==> src/rtl/ucsbece154b_sdram_ctrl.sv <==
// Read-only SDRAM controller for instruction-cache block fills.
// Handles power-up init, periodic auto-refresh and ACTIVE/READ/PRECHARGE fills.
module ucsbece154b_sdram_ctrl #(
  parameter int BLOCK_WORDS      = 4,
  parameter int COL_BITS         = 9,
  parameter int BANK_BITS        = 2,
  parameter int ROW_BITS         = 13,
  parameter int T_RCD            = 2,
  parameter int T_RP             = 2,
  parameter int T_RFC            = 7,
  parameter int T_MRD            = 2,
  parameter int CAS_LAT          = 2,
  parameter int INIT_WAIT        = 100,
  parameter int REFRESH_INTERVAL = 780
) (
  input  logic                 Clk,
  input  logic                 Reset,
  input  logic [31:0]          MemReadAddress,
  input  logic                 MemReadRequest,
  output logic [31:0]          MemDataOut,
  output logic                 MemDataReady,
  output logic                 SdramCs_n,
  output logic                 SdramRas_n,
  output logic                 SdramCas_n,
  output logic                 SdramWe_n,
  output logic [BANK_BITS-1:0] SdramBa,
  output logic [ROW_BITS-1:0]  SdramAddr,
  input  logic [31:0]          SdramDq
);

  localparam int LW = BANK_BITS + COL_BITS;

  localparam logic [3:0] CMD_NOP = 4'b0111;
  localparam logic [3:0] CMD_ACT = 4'b0011;
  localparam logic [3:0] CMD_RD  = 4'b0101;
  localparam logic [3:0] CMD_PRE = 4'b0010;
  localparam logic [3:0] CMD_REF = 4'b0001;
  localparam logic [3:0] CMD_LMR = 4'b0000;

  localparam logic [15:0] W_INIT = 16'(INIT_WAIT - 1);
  localparam logic [15:0] W_RP   = 16'(T_RP - 1);
  localparam logic [15:0] W_RFC  = 16'(T_RFC - 1);
  localparam logic [15:0] W_MRD  = 16'(T_MRD - 1);
  localparam logic [15:0] W_RCD  = 16'(T_RCD - 1);
  localparam logic [15:0] W_CAS  = 16'(CAS_LAT - 1);
  localparam logic [15:0] W_BURST = 16'(BLOCK_WORDS - 1);
  localparam logic [15:0] W_REFI = 16'(REFRESH_INTERVAL - 1);

  // Mode register: CAS latency at [6:4], sequential burst, BL=4.
  localparam logic [ROW_BITS-1:0] MODE_WORD = ROW_BITS'({3'(CAS_LAT), 1'b0, 3'b010});
  localparam logic [ROW_BITS-1:0] A10_ALL   = ROW_BITS'(1 << 10);

  typedef enum logic [3:0] {
    S_INIT_WAIT, S_INIT_PRE, S_INIT_REF1, S_INIT_REF2, S_INIT_LMR,
    S_IDLE, S_REF, S_ACT, S_READ, S_DATA, S_PRE
  } state_t;

  state_t               state_q, state_d;
  logic [15:0]          cnt_q, cnt_d;
  logic [3:0]           cmd_q, cmd_d;
  logic [BANK_BITS-1:0] ba_q, ba_d;
  logic [ROW_BITS-1:0]  addr_q, addr_d;
  logic                 rdy_q, rdy_d;
  logic [31:0]          dout_q, dout_d;
  logic [LW-1:0]        lat_q, lat_d;

  logic [15:0]          rcnt_q;
  logic                 ref_en_q, pend_q;
  logic                 ref_start, pend_clr, ref_exp;

  logic unused_addr_bits;
  assign unused_addr_bits = ^{MemReadAddress[31:2+LW+ROW_BITS], MemReadAddress[1:0]};

  assign {SdramCs_n, SdramRas_n, SdramCas_n, SdramWe_n} = cmd_q;
  assign SdramBa      = ba_q;
  assign SdramAddr    = addr_q;
  assign MemDataReady = rdy_q;
  assign MemDataOut   = dout_q;

  always_comb begin
    state_d   = state_q;
    cnt_d     = cnt_q + 16'd1;
    cmd_d     = CMD_NOP;
    ba_d      = '0;
    addr_d    = '0;
    rdy_d     = 1'b0;
    dout_d    = dout_q;
    lat_d     = lat_q;
    ref_start = 1'b0;
    pend_clr  = 1'b0;
    case (state_q)
      S_INIT_WAIT: if (cnt_q == W_INIT) begin
        cmd_d = CMD_PRE; addr_d = A10_ALL; state_d = S_INIT_PRE; cnt_d = '0;
      end
      S_INIT_PRE: if (cnt_q == W_RP) begin
        cmd_d = CMD_REF; state_d = S_INIT_REF1; cnt_d = '0;
      end
      S_INIT_REF1: if (cnt_q == W_RFC) begin
        cmd_d = CMD_REF; state_d = S_INIT_REF2; cnt_d = '0;
      end
      S_INIT_REF2: if (cnt_q == W_RFC) begin
        cmd_d = CMD_LMR; addr_d = MODE_WORD; state_d = S_INIT_LMR; cnt_d = '0;
      end
      S_INIT_LMR: if (cnt_q == W_MRD) begin
        state_d = S_IDLE; cnt_d = '0; ref_start = 1'b1;
      end
      S_IDLE: begin
        cnt_d = '0;
        // Pending refresh wins over a waiting fill.
        if (pend_q) begin
          cmd_d = CMD_REF; state_d = S_REF; pend_clr = 1'b1;
        end else if (MemReadRequest) begin
          cmd_d   = CMD_ACT;
          ba_d    = MemReadAddress[2+COL_BITS +: BANK_BITS];
          addr_d  = MemReadAddress[2+LW +: ROW_BITS];
          lat_d   = MemReadAddress[2 +: LW];
          state_d = S_ACT;
        end
      end
      S_REF: if (cnt_q == W_RFC) begin
        state_d = S_IDLE; cnt_d = '0;
      end
      S_ACT: if (cnt_q == W_RCD) begin
        cmd_d   = CMD_RD;
        ba_d    = lat_q[COL_BITS +: BANK_BITS];
        addr_d  = ROW_BITS'({lat_q[COL_BITS-1:2], 2'b00});
        state_d = S_READ; cnt_d = '0;
      end
      S_READ: if (cnt_q == W_CAS) begin
        state_d = S_DATA; cnt_d = '0;
      end
      S_DATA: begin
        rdy_d  = 1'b1;
        dout_d = SdramDq;
        // Close the row while the last word is being presented.
        if (cnt_q == W_BURST) begin
          cmd_d = CMD_PRE; addr_d = A10_ALL; state_d = S_PRE; cnt_d = '0;
        end
      end
      S_PRE: if (cnt_q == W_RP) begin
        state_d = S_IDLE; cnt_d = '0;
      end
      default: begin
        state_d = S_INIT_WAIT; cnt_d = '0;
      end
    endcase
  end

  always_ff @(posedge Clk) begin
    if (Reset) begin
      state_q <= S_INIT_WAIT;
      cnt_q   <= '0;
      cmd_q   <= CMD_NOP;
      ba_q    <= '0;
      addr_q  <= '0;
      rdy_q   <= 1'b0;
      dout_q  <= '0;
      lat_q   <= '0;
    end else begin
      state_q <= state_d;
      cnt_q   <= cnt_d;
      cmd_q   <= cmd_d;
      ba_q    <= ba_d;
      addr_q  <= addr_d;
      rdy_q   <= rdy_d;
      dout_q  <= dout_d;
      lat_q   <= lat_d;
    end
  end

  // Refresh timer runs free once init is done; the flag never queues more than one.
  assign ref_exp = ref_en_q && (rcnt_q == W_REFI);

  always_ff @(posedge Clk) begin
    if (Reset) begin
      rcnt_q   <= '0;
      ref_en_q <= 1'b0;
      pend_q   <= 1'b0;
    end else begin
      if (ref_start) ref_en_q <= 1'b1;
      if (ref_en_q) rcnt_q <= ref_exp ? 16'd0 : rcnt_q + 16'd1;
      pend_q <= ref_exp | (pend_q & ~pend_clr);
    end
  end

endmodule

==> config.mk <==
export PLATFORM = sky130hd
export DESIGN_NAME = ucsbece154b_sdram_ctrl
export DESIGN_NICKNAME = d
export VERILOG_FILES = /design/src/rtl/ucsbece154b_sdram_ctrl.sv
export SDC_FILE = /design/constraint.sdc
export NUM_CORES = 1
export LEC_CHECK = 0
export BUFFER_PORTS_ARGS = -buffer_cell sky130_fd_sc_hd__buf_2
export CORE_MARGIN = 2
export CORE_UTILIZATION = 56
export DETAILED_ROUTE_END_ITERATION = 8
export PLACE_DENSITY = 0.9
export SLEW_MARGIN = 25
export SYNTH_ARGS = -nofsm -noshare
export SYNTH_HDL_FRONTEND = slang
export SYNTH_SLANG_ARGS = --single-unit
export TNS_END_PERCENT = 100
==> constraint.sdc <==
create_clock -name Clk -period 5 [get_ports Clk]
set_input_delay 0.75 -clock Clk [delete_from_list [all_inputs] [get_ports Clk]]
set_output_delay 0.75 -clock Clk [all_outputs]
set_load 0.01 [all_outputs]
Word-level counts from Yosys, hierarchy flattened
Cells that the tools add are included.

word-level totals
  bits in registers = 101
  input port bits = 67
  output and inout port bits = 52
  word-level logic and storage cells = 92

cells by class
  add/subtract/negate cells = 2
  equality and inequality tests = 25
  muxes and demuxes = 43
  bitwise operators = 4
  reductions and logical operators = 7

operators with widths
  operator                                                                  count
  16-bit 2-to-1 mux                                                         5
  13-bit case mux with 5 select lines                                       1
  16-bit case mux with 4 select lines                                       1
  4-bit 2-to-1 mux                                                          11
  4-bit case mux with 10 select lines                                       1
  16-bit by 1-bit adder with 16-bit output (second input constant)          2
  13-bit 2-to-1 mux                                                         2
  11-bit 2-to-1 mux                                                         2
  3-bit 2-to-1 mux                                                          7
  3-bit case mux with 7 select lines                                        1
  16-bit by 1-bit equality test with 1-bit output (second input constant)   1
  16-bit by 10-bit equality test with 1-bit output (second input constant)  1
  16-bit by 2-bit equality test with 1-bit output (second input constant)   1
  16-bit by 3-bit equality test with 1-bit output (second input constant)   1
  16-bit by 7-bit equality test with 1-bit output (second input constant)   1
  4-bit by 3-bit equality test with 1-bit output (second input constant)    4
  2-bit inequality test (second input constant)                             8
  4-bit equality test (second input constant)                               3
  10-bit AND reduction                                                      1
  9-bit 2-to-1 mux                                                          1
  4-bit by 2-bit equality test with 1-bit output (second input constant)    2
  2-bit 2-to-1 mux                                                          4
  6-bit 2-to-1 mux                                                          1
  1-bit 2-to-1 mux                                                          5
  13 further kinds                                                          14

Longest topological paths before layout
  depth after elaboration = 5
  depth in mapped cells = 8
  mapped depth without buffers = 7

Worst setup path after synthesis
No wires, ideal clock.

  path kind = reg2reg
  from = register cnt_q[0]
  to = register state_q[2]
  library setup time = 122 ps
  arrival = 1751 ps
  data required time = 4878 ps
  slack = 3128 ps
  cell stages (with the launch flop) = 8
  path buffers = 0
  clock period less this slack = 1872 ps
  cell sequence = dfxtp_1 > inv_1 > ha_1 > nor4bb_1 > nand4_2 > a22oi_4 > nand3_2 > o311a_1

between the ends
  cells in the longest elaborated chain, start to end = 3
  elaborated cells between the ends (all ways) = 14
  classes of those cells = eq/ne (13); reduce/logical (1)

RTL lines
  item                                                                                                 line  text
  from (decl)                                                                                          59    logic [15:0] cnt_q, cnt_d;
  from (signal assigned)                                                                               161   cnt_q <= cnt_d;
  16-bit by 2-bit equality test with 1-bit output, or another cell as far along                        136   if (cnt_q == W_BURST) begin
  2-bit inequality test (no line) or 2-bit by 1-bit inequality test with 1-bit output (tied branches)  --
  10-bit AND reduction (no line) (*)                                                                   --
  to (signal assigned)                                                                                 160   state_q <= state_d;
  to (decl)                                                                                            58    state_t state_q, state_d;

Mark *: on every way between the ends. The rest lies on a longest branch, timed or not.
A chain may end at the register's enable or synchronous reset.

Final worst setup path
  from = register state_q[3]
  to = register state_q[0]

between the ends
  cells in the longest elaborated chain, start to end = 4
  elaborated cells between the ends (all ways) = 24
  classes of those cells = eq/ne (20); mux (1); reduce/logical (3)

RTL lines
  item                                                                                   line  text
  4-bit equality test or 4-bit by 3-bit equality test with 1-bit output (tied branches)  91    case (state_q)
  2-bit OR reduction (no line)                                                           --
  2-bit by 1-bit inequality test with 1-bit output (no line)                             --
  10-bit AND reduction (no line)                                                         --

Several ways; a longest one is shown, not always the timed one.

==> summary.txt <==
Synthesis
  – Share of the synthesized area in the top cell type: 46.9%
  – Netlist cell types: 60
  – Yosys reg bits: 98
  – Synth Cell Area: 4180 sq um
  – Synth Area in Adders: 1.20%
  – Sequential area share after synthesis: 46.9%
  – Synth top area cells: dfxtp_1, nand2_1, a21oi_1, nor2_1, xnor2_1
  – Ys Warns: 0
  – Xor and xnor fraction of the mapped netlist area: 6.28%
  – Top-count cell post-synth: nand2_1
  – Synth Area in Compound Gates: 12.3%
  – Multiplexer share of the synthesized area: 0.269%
  – Largest family of logic cells by synthesized area: simple AND/OR/NAND/NOR gates
  – Mean Syn Cell Area: 8.49 sq um
  – EDFF count, synth: 0
  – Cell taking the most area after synthesis: dfxtp_1
  – Post-Synth Simple-Gate Area: 28.0%
  – Ys async rst share: 0%
  – Synth Flop Type: dfxtp_1
  – Post-synthesis cell count: 493
  – Commonest cells in the synthesized netlist: nand2_1, dfxtp_1, nor2_1
  – Syn Nets: 564

Finish
  – Filler cell count: 601
  – Nets: 658
  – Total area of sequential cells: 1960 sq um
  – Share of layout cells above drive strength 1: 24.8%
  – Antenna cells: 0
  – Area of the multi-input gates: 2020 sq um
  – P&R area growth vs syn: 18.0%

Setup path
  – Crit-path max FO: 33
  – Element type at the critical path start: flop
  – Crit-path cells: inv_1 -> nor3_4 -> buf_4 -> a22oi_2 -> nand3_2 -> mux2_2
  – CP Buf/Inv Count: 2
  – Slowest stage cell, crit path: dfxtp_1
  – Setup CP Type: reg2reg
  – Data arrival time of the worst path: 2.57 ns
  – Largest stage delay, worst path: 0.67 ns
  – Critical path's top delay family: flip-flops
  – Critical path endpoint category: flop
  – CP required: 5.26 ns

Timing
  – Final setup viols: 0
  – Period minus WS final: 2.31 ns
  – Pins Over Slew Limit: 0
  – Tightest Pin Transition: 0.933 ns
  – Final-report hold violation count: 0
  – Fmax: 433 MHz
  – Tcrit/Tclk final: 46.2%
  – Setup TNS Final: 0 ns
  – Clock Skews: 0.00815 ns
  – RSZ-0062 raised after global routing: false
  – Relative slew slack: 37.8%

Power
  – Max rail drop VDD: 179 uV
  – Leakage power: 1.94 nW
  – Power per cell area: 323 nW/um^2
  – Total Power: 1.59 mW

Floorplanning
  – Initial cell density of the core: 57.7%
  – I/O pin total: 119
  – Die area: 8180 sq um
  – FP Rows: 31
  – Core footprint: 7250 sq um
  – Die width: 90.4 um
  – Die height: 90.4 um

Placement
  – IO Port Bufs: 107
  – Routability cong.: 0.893
  – HPWL after DPL: 6.35 mm

GRT
  – Grt ovf: 0
  – Initial antenna violation count: 0
  – Largest net degree at the start of global routing: 54
  – First-pass GRT wire length: 15.3 mm
  – Vias in the first global route: 3,493
  – GRT Total Usage: 22.6%

Clocking
  – Num CTS Buffers: 9
  – CTS Buffer Depth: 2
  – Post-CTS Hold Buffers: 0
  – Clk_lat worst skew: 0.37 ns
  – Clock transition at path regs: 0.09 ns
  – H-tree Lvls: 3
  – CTS resizes: 0
  – Setup bufs post-CTS: 0
  – CTS tree: yes
  – CTS Sinks: 98
  – Clk root buf: clkbuf_8

Routing
  – Initial DRC Count: 275
  – Post-Route WL: 8.94 mm
  – TritonRoute pass-1 iters: 4
  – Via density: 5.35
  – Final ANT Viol Nets: 0
  – WL/cell: 12.9 um
  – Via count: 3,698
  – DRC Markers: 0

Min path
  – Hold Crit Class: reg2reg

Run status
  – Result of the run: completed

Flow run
  – Max_cap viols: 0
## where the power goes
group	leakage, nW	internal [mW]	total (mW)	switching (mW)
sequential	0.790	0.797	0.829	0.0313
clock	0.115	0.301	0.581	0.280
combinational	1.04	0.0773	0.183	0.105
## kinds of logic (layout without fill, tap and decap cells)
kind of cell             count (synthesis)  count (layout)
flip-flops                              98              98
multiplexers                             1               1
AO/OA/AOI/OAI                           82              82
adder cells (fa/ha/maj)                  4               4
buffers and inverters                   37             136
other                                    1               1
XOR/XNOR                                30              30
AND/OR/NAND/NOR                        240             240
## cells in the final DEF, fill, tap and decap left out, types with 7 or more instances in the layout
cell,instances
a21oi_1,51
buf_2,107
clkbuf_8,10
dfxtp_1,98
inv_1,11
nand2_1,107
nand3_1,11
nand4_1,14
nor2_1,59
nor3_1,7
xnor2_1,17
xor2_1,13
## worst min-delay path: cells and delay by family, from the launching register on
family          cells  cell delay [ns]
compound gates      1             0.05
flops               1             0.32
simple gates        1             0.05
## sequential cells by signal, summed over array words and instances, names as in the netlist
name / flops
MemDataOut: 32
MemDataReady: 1
SdramAddr: 13
SdramBa: 2
cmd_q: 3
cnt_q: 16
lat_q: 9
pend_q: 1
rcnt_q: 16
ref_en_q: 1
state_q: 4
## layer usage
metal,vias up,GRT usage [%],share of wire [%]
li1,1853,-,-
met1,1731,26.8,43
met2,106,40.7,51
met3,8,5.01,5.1
met4,0,6.92,1.3
met5,-,0,0
## path summary, 6_finish.rpt
kind,start,to,slack (ns),cells past startpoint
hold / removal,MemDataOut[21]$_SDFFE_PP0P_,MemDataOut[21]$_SDFFE_PP0P_,0.46,2
hold reg to reg,MemDataOut[21]$_SDFFE_PP0P_,MemDataOut[21]$_SDFFE_PP0P_,0.46,2
setup reg to reg,state_q[3]$_SDFFE_PP0P_,state_q[0]$_SDFFE_PP0P_,2.69,6
setup / recovery,state_q[3]$_SDFFE_PP0P_,state_q[0]$_SDFFE_PP0P_,2.69,6
## layout make-up
cell class	count	area share, %
multi-input cells	358	40.9
flip-flops and latches	98	39.7
clock inverters	6	2.05
well taps	99	2.51
repair buffers	109	11.2
inverters	11	0.837
clock buffers	10	2.79
## metrics by stage
| stage | instances | utilization, % | hold WS [ns] | setup slack (ns) | area [sq um] |
|---|---|---|---|---|---|
| 5_1_grt | 691 | 68.1 | 0.470 | 2.49 | 4940 |
| 3_3_place_gp | 675 | 64.7 | 0.439 | 2.44 | 4690 |
| 2_1_floorplan | 493 | - | 0.435 | 3.13 | 4180 |
| 4_1_cts | 691 | 68.0 | 0.457 | 2.42 | 4930 |
| 6_report | 691 | 68.1 | 0.456 | 2.69 | 4940 |
| 3_5_place_dp | 675 | 64.7 | 0.443 | 2.40 | 4690 |
Power figures use the tool's default switching activity.
